## src/rtl/uart_pkg.sv

```systemverilog
// Shared types and helpers for the tick-driven UART transmitter.
package uart_pkg;

    typedef enum logic [2:0] {
        S_IDLE,
        S_ARM,
        S_START,
        S_DATA,
        S_PARITY,
        S_STOP
    } uart_state_t;

    localparam int PARITY_NONE = 0;
    localparam int PARITY_ODD  = 1;
    localparam int PARITY_EVEN = 2;

    localparam int MAX_DATA_W = 9;

    // Zero-extended inputs do not change the result, so one width serves every DATA_W.
    function automatic logic parity_bit(input logic [MAX_DATA_W-1:0] data, input int mode);
        logic w_xor;
        w_xor = ^data;
        return (mode == PARITY_ODD) ? ~w_xor : w_xor;
    endfunction

endpackage

```

## src/rtl/uart_tx_tick.sv

```systemverilog
// UART transmitter advancing one bit per tick_en pulse: start, LSB-first data,
// optional parity, STOP_BITS stop bits. Handshake via tx_valid/tx_ready.
module uart_tx_tick
    import uart_pkg::*;
#(
    parameter int DATA_W    = 8,
    parameter int PARITY    = 0,
    parameter int STOP_BITS = 1
) (
    input  logic              sys_clk,
    input  logic              sys_rst_n,
    input  logic              tick_en,
    input  logic [DATA_W-1:0] tx_data,
    input  logic              tx_valid,
    output logic              tx_ready,
    output logic              tx,
    output logic              tx_busy,
    output logic              tx_done
);

    localparam logic [3:0] LAST_IDX  = 4'(DATA_W - 1);
    localparam logic       LAST_STOP = 1'(STOP_BITS - 1);

    uart_state_t       r_state;
    uart_state_t       w_state_next;
    logic              r_tx;
    logic              w_tx_next;
    logic [DATA_W-1:0] r_shift;
    logic [DATA_W-1:0] w_shift_next;
    logic              r_par;
    logic              w_par_next;
    logic [3:0]        r_idx;
    logic [3:0]        w_idx_next;
    logic              r_stop_cnt;
    logic              w_stop_cnt_next;
    logic              r_done;
    logic              w_done_next;
    logic              w_ready;

    assign w_ready  = (r_state == S_IDLE) && sys_rst_n;
    assign tx_ready = w_ready;
    assign tx       = r_tx;
    assign tx_busy  = (r_state != S_IDLE);
    assign tx_done  = r_done;

    always_ff @(posedge sys_clk) begin
        if (!sys_rst_n) begin
            r_state    <= S_IDLE;
            r_tx       <= 1'b1;
            r_shift    <= '0;
            r_par      <= 1'b0;
            r_idx      <= '0;
            r_stop_cnt <= 1'b0;
            r_done     <= 1'b0;
        end else begin
            r_state    <= w_state_next;
            r_tx       <= w_tx_next;
            r_shift    <= w_shift_next;
            r_par      <= w_par_next;
            r_idx      <= w_idx_next;
            r_stop_cnt <= w_stop_cnt_next;
            r_done     <= w_done_next;
        end
    end

    // The shift register is consumed from bit 0, so the line always takes r_shift[0].
    always_comb begin
        w_state_next    = r_state;
        w_tx_next       = r_tx;
        w_shift_next    = r_shift;
        w_par_next      = r_par;
        w_idx_next      = r_idx;
        w_stop_cnt_next = r_stop_cnt;
        w_done_next     = 1'b0;

        case (r_state)
            S_IDLE: begin
                if (tx_valid && w_ready) begin
                    w_shift_next = tx_data;
                    w_par_next   = parity_bit(MAX_DATA_W'(tx_data), PARITY);
                    w_state_next = S_ARM;
                end
            end
            S_ARM: begin
                if (tick_en) begin
                    w_state_next = S_START;
                    w_tx_next    = 1'b0;
                end
            end
            S_START: begin
                if (tick_en) begin
                    w_state_next = S_DATA;
                    w_tx_next    = r_shift[0];
                    w_shift_next = r_shift >> 1;
                    w_idx_next   = '0;
                end
            end
            S_DATA: begin
                if (tick_en) begin
                    if (r_idx < LAST_IDX) begin
                        w_tx_next    = r_shift[0];
                        w_shift_next = r_shift >> 1;
                        w_idx_next   = r_idx + 4'd1;
                    end else if (PARITY != PARITY_NONE) begin
                        w_state_next = S_PARITY;
                        w_tx_next    = r_par;
                    end else begin
                        w_state_next    = S_STOP;
                        w_tx_next       = 1'b1;
                        w_stop_cnt_next = 1'b0;
                    end
                end
            end
            S_PARITY: begin
                if (tick_en) begin
                    w_state_next    = S_STOP;
                    w_tx_next       = 1'b1;
                    w_stop_cnt_next = 1'b0;
                end
            end
            S_STOP: begin
                if (tick_en) begin
                    if (r_stop_cnt == LAST_STOP) begin
                        w_state_next = S_IDLE;
                        w_tx_next    = 1'b1;
                        w_done_next  = 1'b1;
                    end else begin
                        w_stop_cnt_next = r_stop_cnt + 1'b1;
                    end
                end
            end
            default: begin
                w_state_next = S_IDLE;
                w_tx_next    = 1'b1;
            end
        endcase
    end

endmodule

```

## config.mk

```make
export PLATFORM = sky130hd
export DESIGN_NAME = uart_tx_tick
export DESIGN_NICKNAME = d
export VERILOG_FILES = /design/src/rtl/uart_pkg.sv /design/src/rtl/uart_tx_tick.sv
export SDC_FILE = /design/constraint.sdc
export NUM_CORES = 1
export LEC_CHECK = 0
export BUFFER_PORTS_ARGS = -buffer_cell sky130_fd_sc_hd__buf_2
export CORE_ASPECT_RATIO = 0.9
export CORE_MARGIN = 1.5
export CORE_UTILIZATION = 51
export CTS_BUF_LIST = sky130_fd_sc_hd__clkbuf_4 sky130_fd_sc_hd__clkbuf_8
export DETAILED_ROUTE_END_ITERATION = 6
export PLACE_DENSITY = 0.77
export SLEW_MARGIN = 40
export SYNTH_ARGS = -nofsm -noshare
export SYNTH_HDL_FRONTEND = slang
export SYNTH_SLANG_ARGS = --single-unit
```

## constraint.sdc

```tcl
create_clock -name sys_clk -period 1.41 [get_ports sys_clk]
set_clock_uncertainty 0.15 [all_clocks]
set_input_delay 0.0705 -clock sys_clk [delete_from_list [all_inputs] [get_ports sys_clk]]
set_output_delay 0.0705 -clock sys_clk [all_outputs]
set_load 0.02 [all_outputs]
```

==> results.md <==
* Cell Area, Synth at around 910 um2
* Die W at 47.58 um
* Crit path kind: flop to primary output
* Pins Over Slew Limit at 0
* RSZ-0062 raised after global routing: yes
* Fmax at approximately 680 MHz
* Seq/Total Area, Yosys at between 30% and 40%
* Synthesized flop and latch total at 17
* Yosys top cell by area: dfxtp_1
* Initial antenna violation count at 0
* CP most frequent cell: buf_6
* Crit path depth at 3
* Total negative slack at -0.1845 ns
* Ports at 16
* Slew @ Worst Pin at between 0.2 and 0.3 ns
* PwrDens at between 800 and 900 mW/mm2
* Area Overhead vs Synth at 54.05%
* Via count at a little over 900
* Largest net degree at the start of global routing at 22
* Status: finished with violations
* EDFF count, synth at 0
* Largest stage delay, worst path at 0.36 ns
* Top post-synthesis cells by count: 17 x dfxtp_1, 13 x nand2_1, 10 x nand2b_1
* Area contributors post-synth: dfxtp_1 37%, mux2i_1 7.7%, nand2b_1 6.9%
* # diodes at 0
* Syn_area_per_cell at approximately 8.7 um2
* Fill cells at 107
* Slew margin rel. at a little over 80%
* ANT nets after route at 0
* Initial Util at 54.24%
* Top delay family on crit path: flip-flops
* Pwr Total at around 1.1 mW
* Core area at 0.001682 mm2
* Final net count at ~160
* Via/cell ratio at around 5.4
* WL per Instance at approximately 15 um
* # DRC at 0
* Grt total ovfl at 0
* Drt first pass iters at 4
* Yosys cell types at 35
* Vias in the first global route at between 800 and 900
* Share of the synthesized area in the top cell type at ~37%
* Peak supply drop at 0.0006541 V
* Post-synth ARST share at 0%
* Root buffer cell: clkbuf_4
* Worst reg-to-reg path cell count at 6
* First-pass GRT wire length at between 3000 and 4000 um
* Site row count at 14
* Setup crit end kind: primary output
* Final setup vio count at 9
* Share of cells above drive strength 1 at 41.89%
* Final min period at 1.473 ns
* Post-synth top flop: dfxtp_1
* Hold_ws at approximately 0.037 ns
* Final worst path period share at 104.5%
* Critical-path cell list: buf_6, or3_4, buf_6
* Post-Route WL at about 2500 um
* Syn nets at between 100 and 150
* TritonCTS clock tree: yes
* Sink Count at 17
* Htree depth at 1
* GRT Overall Usage at 26.96%
* Die Ht at around 43 um
* Port Buffers at 15
* Failing checks: setup timing
* Most common cell in the netlist: dfxtp_1
* Max Cap Viol at 0
* Fin. Hold Viols at 0
* Crit-path max FO at 5
* CP max-delay cell: dfxtp_4
* Worst endpoint required time at between 1 and 1.5 ns
* DRT iter0 DRCs at 12
* Cells after synthesis at around 110
* CTS Buffer Depth at 2
* GP Congestion at just over 0.8
* CP bufs+invs at 2
* Clk Latency, worst-skew pair at ~0.29 ns
* Worst hold path type: primary input to flop
* Num CTS Buffers at 3
* Final setup margin at -0.06331 ns
* Final HPWL DP at 1416 um
* CP startpoint kind: flop
* Clock transition at the registers of the reported paths at roughly 0.10 ns
* Data arrival time of the critical path at 1.25 ns
* Number of synthesis warnings at 0
* Die area at between 0.002 and 0.0025 mm2
* Hold Path Stages at 4
* Leak pwr at 0.5621 nW
-- metrics by stage --
stage               area [um2]  setup WS [ns]  utilization [%]  std cells
global route              1405       -0.08823            83.56        172
global placement          1111       -0.05473            66.07        149
floorplan                940.9       -0.05254                -        105
finish                    1405       -0.06331            83.56        172
CTS                       1346       -0.05438            80.06        168
detailed placement        1111       -0.08716            66.07        149
-- where the power goes --
| group | total, mW | switching [mW] | internal, mW |
|---|---|---|---|
| Clock | 0.288 | 0.159 | 0.129 |
| Combinational | 0.321 | 0.144 | 0.177 |
| Sequential | 0.535 | 0.0255 | 0.510 |
-- placed cells by master, fill, tap and decap left out, types with 3 or more instances in the layout --
cell / netlist / routed
buf_4: 0 / 15
buf_2: 3 / 13
nand2_1: 13 / 12
dfxtp_1: 17 / 12
dlygate4sd3_1: 0 / 9
nand2b_1: 10 / 8
buf_6: 1 / 8
o211ai_1: 7 / 7
mux2i_1: 7 / 7
nor2_1: 6 / 5
a21oi_1: 5 / 4
clkbuf_4: 0 / 4
dfxtp_2: 0 / 3
-- registers in the layout, summed over array words and instances (netlist names) --
name / count
r_shift: 8
r_idx: 4
r_state: 3
tx: 1
tx_done: 1
-- worst register-to-register path: stages, from the launching register on --
cell	delay (ns)
dfxtp_2	0.35
ha_4	0.17
a21oi_4	0.14
nand2_2	0.08
a31oi_4	0.15
buf_12	0.15
mux2i_1	0.19
-- cell families after synthesis --
family | synth area share, %
AOI/OAI and AO/OA | 20.03
adders and majority gates | 1.372
buffers and inverters | 4.526
DFF | 37.31
muxes | 7.682
and+or+nand+nor | 29.08
-- cell type report --
cell class              count  area [um2]  area share (%)
clock buffers               4       30.03           2.137
inverters                   1       3.754          0.2671
multi-input cells          80       611.8           43.54
flip-flops and latches     17       351.6           25.02
well taps                  24       30.03           2.137
repair buffers             46       377.9           26.89
-- metal layers --
| metal | wire (um) | global-route usage [%] |
|---|---|---|
| met3 | 88 | 7.660 |
| met4 | 61 | 9.189 |
| met2 | 1257 | 47.03 |
| met1 | 1090 | 30.10 |
| met5 | 0 | 0 |
-- path summary, 6_finish.rpt --
kind               from         end  slack [ns]
max reg2reg    r_idx[1]  r_shift[6]       -0.03
min reg2reg  r_shift[7]  r_shift[7]        0.31
max          r_state[1]     tx_busy       -0.06
min           sys_rst_n  r_state[1]        0.04
-- what timing repair did --
item | in CTS | in global routing
setup buffers | 7 | 4
endpoints found under the hold margin | 8 | 0
setup endpoints to repair | 11 | 15
gates resized for setup | 19 | 8
pin swaps | 4 | 8
hold buffers | 9 | 0
No activity file was read; power rests on OpenSTA's default activity.
